File: config.mk
export PLATFORM = sky130hd
export DESIGN_NAME = key_event_arbiter
export DESIGN_NICKNAME = d
export VERILOG_FILES = /design/src/rtl/key_event_pkg.sv /design/src/rtl/key_event_fifo.sv /design/src/rtl/key_event_arbiter.sv
export SDC_FILE = /design/constraint.sdc
export NUM_CORES = 1
export LEC_CHECK = 0
export CAP_MARGIN = 20
export CORE_ASPECT_RATIO = 0.8
export CORE_UTILIZATION = 50
export CTS_CLUSTER_SIZE = 25
export DETAILED_ROUTE_END_ITERATION = 8
export PLACE_DENSITY = 0.72
export SYNTH_ARGS = -nofsm -noshare
export SYNTH_HDL_FRONTEND = slang
export SYNTH_HIERARCHICAL = 1
export SYNTH_SLANG_ARGS = --single-unit
File: constraint.sdc
create_clock -name clock -period 4 [get_ports clock]
set_input_delay 0.8 -clock clock [delete_from_list [all_inputs] [get_ports clock]]
set_output_delay 0.8 -clock clock [all_outputs]
set_load 0.05 [all_outputs]
File: src/rtl/key_event_pkg.sv
// Shared types and constants for the key event arbiter (IR remote + PS/2 keyboard).
package key_event_pkg;

  localparam logic       SRC_IR        = 1'b0;
  localparam logic       SRC_PS2       = 1'b1;
  localparam logic [7:0] IR_ASCII_BASE = 8'h30;
  localparam int         EVT_W         = 9;

  typedef struct packed {
    logic       src;
    logic [7:0] code;
  } key_evt_t;

  typedef enum logic {
    RR_IR  = 1'b0,
    RR_PS2 = 1'b1
  } rr_e;

endpackage

File: src/rtl/key_event_fifo.sv
// Register-based event FIFO; extra pointer bit distinguishes full from empty.
module key_event_fifo
  import key_event_pkg::*;
#(
  parameter int FIFO_DEPTH = 4
) (
  input  logic             clock,
  input  logic             reset,
  input  logic             i_push,
  input  logic [EVT_W-1:0] i_data,
  input  logic             i_pop,
  output logic [EVT_W-1:0] o_data,
  output logic             o_full,
  output logic             o_empty
);

  localparam int AW = (FIFO_DEPTH > 1) ? $clog2(FIFO_DEPTH) : 1;

  logic [EVT_W-1:0] r_mem [FIFO_DEPTH];
  logic [AW:0]      r_wr_ptr;
  logic [AW:0]      r_rd_ptr;
  logic             w_do_push;
  logic             w_do_pop;

  assign o_empty   = (r_wr_ptr == r_rd_ptr);
  assign o_full    = (r_wr_ptr[AW] != r_rd_ptr[AW]) &&
                     (r_wr_ptr[AW-1:0] == r_rd_ptr[AW-1:0]);
  assign w_do_push = i_push & ~o_full;
  assign w_do_pop  = i_pop & ~o_empty;

  // Empty FIFO presents an all-zero record so outputs are defined without resetting storage.
  assign o_data = o_empty ? '0 : r_mem[r_rd_ptr[AW-1:0]];

  always_ff @(posedge clock) begin
    if (reset) begin
      r_wr_ptr <= '0;
      r_rd_ptr <= '0;
    end else begin
      if (w_do_push) r_wr_ptr <= r_wr_ptr + 1'b1;
      if (w_do_pop)  r_rd_ptr <= r_rd_ptr + 1'b1;
    end
  end

  always_ff @(posedge clock) begin
    if (w_do_push) r_mem[r_wr_ptr[AW-1:0]] <= i_data;
  end

endmodule

File: src/rtl/key_event_arbiter.sv
// Merges IR and PS/2 key events into one FIFO with round-robin arbitration and drop counting.
// Optional: define KEY_EVENT_IR_ASCII_EN to encode IR digits 0-9 as ASCII.
module key_event_arbiter
  import key_event_pkg::*;
#(
  parameter int FIFO_DEPTH = 4,
  parameter int CNT_W      = 8
) (
  input  logic             clock,
  input  logic             reset,
  input  logic             ir_ready,
  input  logic [3:0]       ir_key,
  input  logic             ps2_pressed,
  input  logic [7:0]       ps2_code,
  input  logic             evt_ready,
  output logic             evt_valid,
  output logic             evt_src,
  output logic [7:0]       evt_code,
  output logic [CNT_W-1:0] drop_cnt
);

  function automatic logic [7:0] ir_encode(input logic [3:0] key);
`ifdef KEY_EVENT_IR_ASCII_EN
    if (key <= 4'd9) return IR_ASCII_BASE + {4'h0, key};
    else             return 8'h00;
`else
    return {4'h0, key};
`endif
  endfunction

  function automatic logic [CNT_W-1:0] sat_add(input logic [CNT_W-1:0] cnt,
                                               input logic [1:0]       inc);
    logic [CNT_W:0] sum;
    sum = {1'b0, cnt} + {{(CNT_W-1){1'b0}}, inc};
    if (sum[CNT_W]) return '1;
    else            return sum[CNT_W-1:0];
  endfunction

  logic             r_ir_ready_q;
  logic             r_ir_block;
  logic             r_ir_vld;
  logic [7:0]       r_ir_code;
  logic             r_ps2_vld;
  logic [7:0]       r_ps2_code;
  rr_e              r_rr;
  logic [CNT_W-1:0] r_drop_cnt;

  logic             w_ir_evt;
  logic             w_ps2_evt;
  logic             w_gnt_ir;
  logic             w_gnt_ps2;
  logic             w_ir_load;
  logic             w_ps2_load;
  logic             w_ir_drop;
  logic             w_ps2_drop;
  logic [1:0]       w_drop_inc;
  logic             w_push;
  logic [EVT_W-1:0] w_push_data;
  logic [EVT_W-1:0] w_head;
  logic             w_fifo_full;
  logic             w_fifo_empty;
  key_evt_t         w_push_evt;
  key_evt_t         w_head_evt;

  // r_ir_block suppresses a level that was already high across reset until it drops.
  assign w_ir_evt  = ir_ready & ~r_ir_ready_q & ~r_ir_block;
  assign w_ps2_evt = ps2_pressed;

  always_comb begin
    w_gnt_ir  = 1'b0;
    w_gnt_ps2 = 1'b0;
    if (!w_fifo_full) begin
      if (r_ir_vld && r_ps2_vld) begin
        if (r_rr == RR_IR) w_gnt_ir  = 1'b1;
        else               w_gnt_ps2 = 1'b1;
      end else if (r_ir_vld) begin
        w_gnt_ir = 1'b1;
      end else if (r_ps2_vld) begin
        w_gnt_ps2 = 1'b1;
      end
    end
  end

  // A same-cycle event on a granted source reloads the hold register instead of dropping.
  assign w_ir_load  = w_ir_evt  & (~r_ir_vld  | w_gnt_ir);
  assign w_ps2_load = w_ps2_evt & (~r_ps2_vld | w_gnt_ps2);
  assign w_ir_drop  = w_ir_evt  & r_ir_vld  & ~w_gnt_ir;
  assign w_ps2_drop = w_ps2_evt & r_ps2_vld & ~w_gnt_ps2;
  assign w_drop_inc = {1'b0, w_ir_drop} + {1'b0, w_ps2_drop};

  assign w_push          = w_gnt_ir | w_gnt_ps2;
  assign w_push_evt.src  = w_gnt_ps2 ? SRC_PS2 : SRC_IR;
  assign w_push_evt.code = w_gnt_ps2 ? r_ps2_code : r_ir_code;
  assign w_push_data     = w_push_evt;

  always_ff @(posedge clock) begin
    if (reset) begin
      r_ir_ready_q <= 1'b0;
      r_ir_block   <= ir_ready;
      r_ir_vld     <= 1'b0;
      r_ps2_vld    <= 1'b0;
      r_rr         <= RR_IR;
      r_drop_cnt   <= '0;
    end else begin
      r_ir_ready_q <= ir_ready;
      if (!ir_ready) r_ir_block <= 1'b0;
      r_ir_vld     <= w_ir_load  | (r_ir_vld  & ~w_gnt_ir);
      r_ps2_vld    <= w_ps2_load | (r_ps2_vld & ~w_gnt_ps2);
      // Pointer only moves on contention, so a lone grant never steals the other source's turn.
      if (r_ir_vld && r_ps2_vld && w_push) r_rr <= w_gnt_ir ? RR_PS2 : RR_IR;
      r_drop_cnt   <= sat_add(r_drop_cnt, w_drop_inc);
    end
  end

  always_ff @(posedge clock) begin
    if (w_ir_load)  r_ir_code  <= ir_encode(ir_key);
    if (w_ps2_load) r_ps2_code <= ps2_code;
  end

  key_event_fifo #(
    .FIFO_DEPTH(FIFO_DEPTH)
  ) u_fifo (
    .clock   (clock),
    .reset   (reset),
    .i_push  (w_push),
    .i_data  (w_push_data),
    .i_pop   (evt_ready),
    .o_data  (w_head),
    .o_full  (w_fifo_full),
    .o_empty (w_fifo_empty)
  );

  assign w_head_evt = w_head;
  assign evt_valid  = ~w_fifo_empty;
  assign evt_src    = w_head_evt.src;
  assign evt_code   = w_head_evt.code;
  assign drop_cnt   = r_drop_cnt;

endmodule

# Word level (Yosys, flattened, before mapping)
# Memories as Yosys holds them, arrays and structs flattened. A register that Yosys moved wholly into a read port is not among the register bits.
# Cells that the tools add are included.
[word_totals]
n_memories = 1
ram_bits = 36
input_bits = 17
wordCells = 67
output_inout_bits = 18
ff_bits = 31
[mem_list]
columns = ["name", "depth", "word_bits", "read_ports", "rd_ports_with_merged_regs", "write_ports", "line_no", "rtl"]
rows = [
  ["u_fifo.r_mem", 4, 9, 1, 1, 1, "key_event_fifo.sv:19", "logic [EVT_W-1:0] r_mem [FIFO_DEPTH];"],
]
[op_classes]
reduce_logical = 3
n_eq_ne = 4
bitwise_logic = 25
mux = 20
n_addsub = 4
[ops]
columns = ["cell", "count"]
rows = [
  ["$mux 8", 2],
  ["$mux 1", 15],
  ["$and 1x1->1", 12],
  ["$add 8x2->9", 1],
  ["$mux 9", 1],
  ["$not 1->1", 8],
  ["$add 3x1->3 const B", 2],
  ["$or 1x1->1", 5],
  ["$mux 2", 2],
  ["$eq 3x3->1", 1],
  ["$logic_and 1x1->1", 3],
  ["$add 1x1->2", 1],
  ["$eq 2x2->1", 1],
  ["$ne 2x2->1 const B", 1],
  ["$ne 1x1->1", 1],
]

# Depth between registers and ports, before layout
[logic_depth]
word_depth = 9
depth_mapped = 11
depth_no_buf = 9

# Modules after synthesis
# Netlist, hierarchy kept.
[modules_own_cells]
columns = ["module", "cells_each", "area_per_inst_um2", "seq_area_each_um2", "instances"]
rows = [
  ["key_event_fifo", 125, 1915.6, 1241.2, 1],
  ["key_event_arbiter", 86, 1042.2, 630.6, 1],
]

# Worst setup path before layout
# Ideal clock, no wire load.
[synth_timing]
kind = "register -> register"
startpoint = "register u_fifo.r_wr_ptr[0]"
endpoint = "register r_drop_cnt[3] (netlist: drop_cnt[3])"
t_arrival_ns = 2.412
t_required_ns = 3.929
path_buffers = 1
setup_time_ns = 0.071
stages_incl_launch_ff = 11
synth_period_minus_slack_ns = 2.482
path_slack_ns = 1.518
path_cell_list = "dfxtp_1 xor2_1 nor3_1 a21o_1 nand2_1 nor2_1 fa_1 and4_1 clkbuf_1 or2_2 a21oi_1"
[synth_via]
elab_chain_len = 8
[synth_rtl]
columns = ["element", "line_no", "rtl"]
rows = [
  ["start, declared", "key_event_fifo.sv:20", "logic [AW:0] r_wr_ptr;"],
  ["start signal, assigned", "key_event_fifo.sv:39", "if (w_do_push) r_wr_ptr <= r_wr_ptr + 1'b1;"],
  ["$eq 2x2->1 *", "key_event_fifo.sv:27", "(r_wr_ptr[AW-1:0] == r_rd_ptr[AW-1:0]);"],
  ["$logic_and 1x1->1 *", "key_event_fifo.sv:26", "assign o_full = (r_wr_ptr[AW] != r_rd_ptr[AW]) &&"],
  ["net w_fifo_full", "key_event_arbiter.sv:60", "logic w_fifo_full;"],
  ["$mux 1", "key_event_arbiter.sv:72", "if (!w_fifo_full) begin"],
  ["$not 1->1 (on tied branches)", "key_event_arbiter.sv:87, key_event_arbiter.sv:88", ""],
  ["$and 1x1->1 (on tied branches)", "key_event_arbiter.sv:87, key_event_arbiter.sv:88", ""],
  ["$add 1x1->2 *", "key_event_arbiter.sv:89", "assign w_drop_inc = {1'b0, w_ir_drop} + {1'b0, w_ps2_drop};"],
  ["$add 8x2->9 *", "key_event_arbiter.sv:34", "sum = {1'b0, cnt} + {{(CNT_W-1){1'b0}}, inc};"],
  ["$mux 8 *", "key_event_arbiter.sv:35", "if (sum[CNT_W]) return '1;"],
  ["end signal, assigned", "key_event_arbiter.sv:111", "r_drop_cnt <= sat_add(r_drop_cnt, w_drop_inc);"],
  ["end, declared", "key_event_arbiter.sv:46", "logic [CNT_W-1:0] r_drop_cnt;"],
]
# Mark *: on every way through the listed nets, which the timed path passes. The rest lies on a longest branch.
# A chain may end at the register's enable or synchronous reset.

# Final worst setup path
[layout_timing]
startpoint = "register u_fifo.r_wr_ptr[1]"
endpoint = "output port evt_code[0]"
[layout_via]
elab_chain_len = 2
[layout_rtl]
columns = ["element", "line_no", "rtl"]
rows = [
  ["$eq 3x3->1", "key_event_fifo.sv:25", "assign o_empty = (r_wr_ptr == r_rd_ptr);"],
  ["net w_fifo_empty", "key_event_arbiter.sv:61", "logic w_fifo_empty;"],
  ["$mux 9", "key_event_fifo.sv:32", "assign o_data = o_empty ? '0 : r_mem[r_rd_ptr[AW-1:0]];"],
  ["end, declared", "key_event_arbiter.sv:18", "output logic [7:0] evt_code,"],
]
# The timed path passes the listed nets, and every way through them passes these cells.

==> summary.txt <==
Run status = finished clean
Final-stage net count = 271
FMAX = 295 MHz
GR Overflow Total = 0
Post-CTS setup buffer count = 0
Final-report setup violation count = 0
CTS resizes = 0
Leak = 1.21 nW
Clock sinks = 69
Initial Util = 0.530
Number of buffers created by CTS = 9
Cell Area, Synth = 2960 um^2
Period minus WS final = 3.39 ns
WHS Path Cells = 2
Worst Hold Margin = 0.540 ns
Fin area = 3530 um^2
Flop2flop setup slack = 1.23 ns
Max Clock Skew = 0.0103 ns
Power Density = 571 nW/um^2
Drt pass-1 iters = 4
Die height = 70.8 um
Post-route antenna net violation count = 0
Wire per inst = 15.3 um
CP Class = flip-flop to output pin
Via count = 1746
Library cells used by synthesis = 40
GR Util All Layers = 0.188
Slowest stage delay, CP = 0.73 ns
Clock Path Buffers = 2
I/O pin count = 35
Core area = 5590 um^2
Placed cell areas = 3350 um^2
Startpoint type of the worst setup path = flip-flop
Total negative slack = 0 ns
R2R cell count = 8
Clock Pin Slew Worst Setup and Hold Paths = 0.07 ns
Final worst path period share = 0.846
Crit path cell chain = xor2_1, nor3_2, nor2b_1, clkdlybuf4s50_1
Initial antenna violation count = 0
Initial DRC count = 92
Vias in the first global route = 1634
RSZ-0062 raised after global routing = no
Synth Area per Inst = 14.0 um^2
First-pass GRT wire length = 8290 um
Final Util = 0.632
Worst-Margin Slew = 0.861 ns
Final number of hold-violating endpoints = 0
Syn Inst Count = 211
CTS Hold Buffers Added = 0
Post-placement cell count = 315
Syn_nets = 234
Synth warn = 6
Synth Register Bits = 69
Total Wirelength = 5070 um
Worst hold path class = flip-flop to flip-flop
Final std cells w/o fill = 331
Post-DP HPWL = 3540 um
Crit path max fanout = 10
Setup crit end kind = output pin
Residual DRC count = 0
TritonCTS clock tree = done
H-tree Lvls = 3
Max-Cap Viols = 0
Share of cells above drive strength 1 = 0.126
Row cnt = 24
CTS root buffer = clkbuf_8
Via density = 5.27
Ant diodes = 0
Area grow syn2layout = 19.4%
PortBufs = 34
Final estimated routing congestion in global placement = 0.792
Worst Path Arrival = 2.59 ns
IR drop worst, VDD = 0.271 mV
Largest net degree at the start of global routing = 24
Total power draw = 2.01 mW
Die X = 88.0 um
Slowest CP cell = clkdlybuf4s50_1
Final setup margin = 0.615 ns
Clock Latency Late Sink = 0.34 ns
WP data required = 3.20 ns
Max-slew headroom = 0.424
Part of the Yosys area used for sequential elements = 0.633
Slew Viols, Final = 0
Setup WS pre-CTS = 0.954 ns
DIE AREA = 6230 um^2
## layout by cell type (no fill, tap or decap), types with 2 or more instances in the layout
master / netlist / routed
edfxtp_1: 49 / 49
clkdlybuf4s50_1: 0 / 34
dfxtp_1: 20 / 20
nor2b_1: 12 / 12
a21oi_1: 11 / 11
and2_1: 10 / 10
clkbuf_8: 0 / 10
nor2_1: 9 / 9
inv_1: 9 / 9
mux4_2: 9 / 9
nand2_1: 7 / 7
nand3_1: 6 / 6
o21ai_0: 5 / 5
nand4_1: 5 / 5
nor3b_1: 5 / 5
a31oi_1: 5 / 5
xnor2_1: 5 / 5
ha_1: 5 / 5
mux2_4: 4 / 4
xor2_1: 4 / 4
a41oi_1: 3 / 3
and3_1: 2 / 2
a211oi_1: 2 / 2
clkinvlp_4: 0 / 2
o211ai_1: 2 / 2
a211o_1: 2 / 2
## Yosys cell counts, drive strengths merged
library cell / count / area, um^2
a211oi: 2 / 15.0
nor3: 2 / 15.0
nand3: 6 / 30.0
clkbuf: 4 / 17.5
or3b: 2 / 17.5
xnor2: 5 / 43.8
and3: 2 / 12.5
nor3b: 5 / 37.5
a21o: 1 / 7.51
and4: 1 / 8.76
ha: 5 / 62.6
or4: 1 / 7.51
o211ai: 2 / 15.0
mux2: 4 / 60.1
o21ai: 5 / 25.0
xor2: 4 / 35.0
buf: 4 / 23.8
nor2: 9 / 33.8
edfxtp: 49 / 1470
or2: 1 / 6.26
nor2b: 13 / 88.8
a311oi: 1 / 8.76
mux4: 9 / 203
nand2: 7 / 26.3
a31oi: 5 / 31.3
nand4: 5 / 31.3
a41oi: 3 / 26.3
nand3b: 1 / 7.51
inv: 9 / 33.8
a211o: 2 / 17.5
dfxtp: 20 / 400
and2: 10 / 62.6
fa: 1 / 20.0
a21oi: 11 / 55.1
## worst max-delay path, delay by kind of cell (launching register included)
kind / cells / cell delay, ns
XOR/XNOR: 1 / 0.21
buffers and inverters: 1 / 0.73
flip-flops: 1 / 0.52
AND/OR/NAND/NOR: 2 / 0.78
## layer usage
| layer | GRT usage | vias up | part of all wire | routed length (um) |
|---|---|---|---|---|
| met3 | 0.0595 | 7 | 0.043 | 216 |
| met5 | 0 | - | 0 | 0 |
| met1 | 0.266 | 830 | 0.48 | 2440 |
| li1 | - | 865 | - | - |
| met4 | 0.0929 | 0 | 0.017 | 87 |
| met2 | 0.264 | 44 | 0.46 | 2320 |
## cells by family after synthesis
| group | after synthesis | synth area share |
|---|---|---|
| compound gates | 32 | 0.0681 |
| xor+xnor | 9 | 0.0266 |
| fa+ha+maj | 6 | 0.0279 |
| buf+inv | 17 | 0.0254 |
| flops | 69 | 0.633 |
| mux | 13 | 0.0888 |
| simple gates | 65 | 0.130 |
## where the power goes
part           switching [mW]  total [mW]  internal (mW)
Clock                   0.254       0.496          0.242
Combinational           0.394       0.630          0.236
Sequential             0.0560       0.889          0.833
## area by class of cell
| class | instances | area, um^2 |
|---|---|---|
| fillers | 436 | 2050 |
| inverters | 9 | 33.8 |
| clock inverters | 5 | 35.0 |
| flip-flops and latches | 69 | 1870 |
| multi-input cells | 125 | 1010 |
| well taps | 78 | 97.6 |
| repair buffers | 34 | 340 |
| clock buffers | 11 | 141 |
## registers in the layout (all words and copies together) (netlist names), named ones only
name and cells:
drop_cnt 8, r_ir_block 1, r_ir_code 4, r_ir_ready_q 1, r_ir_vld 1, r_ps2_code 8, r_ps2_vld 1, r_rr 1
u_fifo/r_mem 36, u_fifo/r_rd_ptr 3, u_fifo/r_wr_ptr 3
## worst paths after layout
kind / end / startpoint
hold reg to reg: u_fifo/r_wr_ptr[2]$_SDFFE_PP0P_ / u_fifo/r_wr_ptr[2]$_SDFFE_PP0P_
setup / recovery: evt_code[0] / u_fifo/r_wr_ptr[1]$_SDFFE_PP0P_
hold / removal: u_fifo/r_wr_ptr[2]$_SDFFE_PP0P_ / u_fifo/r_wr_ptr[2]$_SDFFE_PP0P_
setup reg to reg: drop_cnt[0]$_SDFF_PP0_ / u_fifo/r_wr_ptr[1]$_SDFFE_PP0P_
Power figures use the tool's default switching activity.
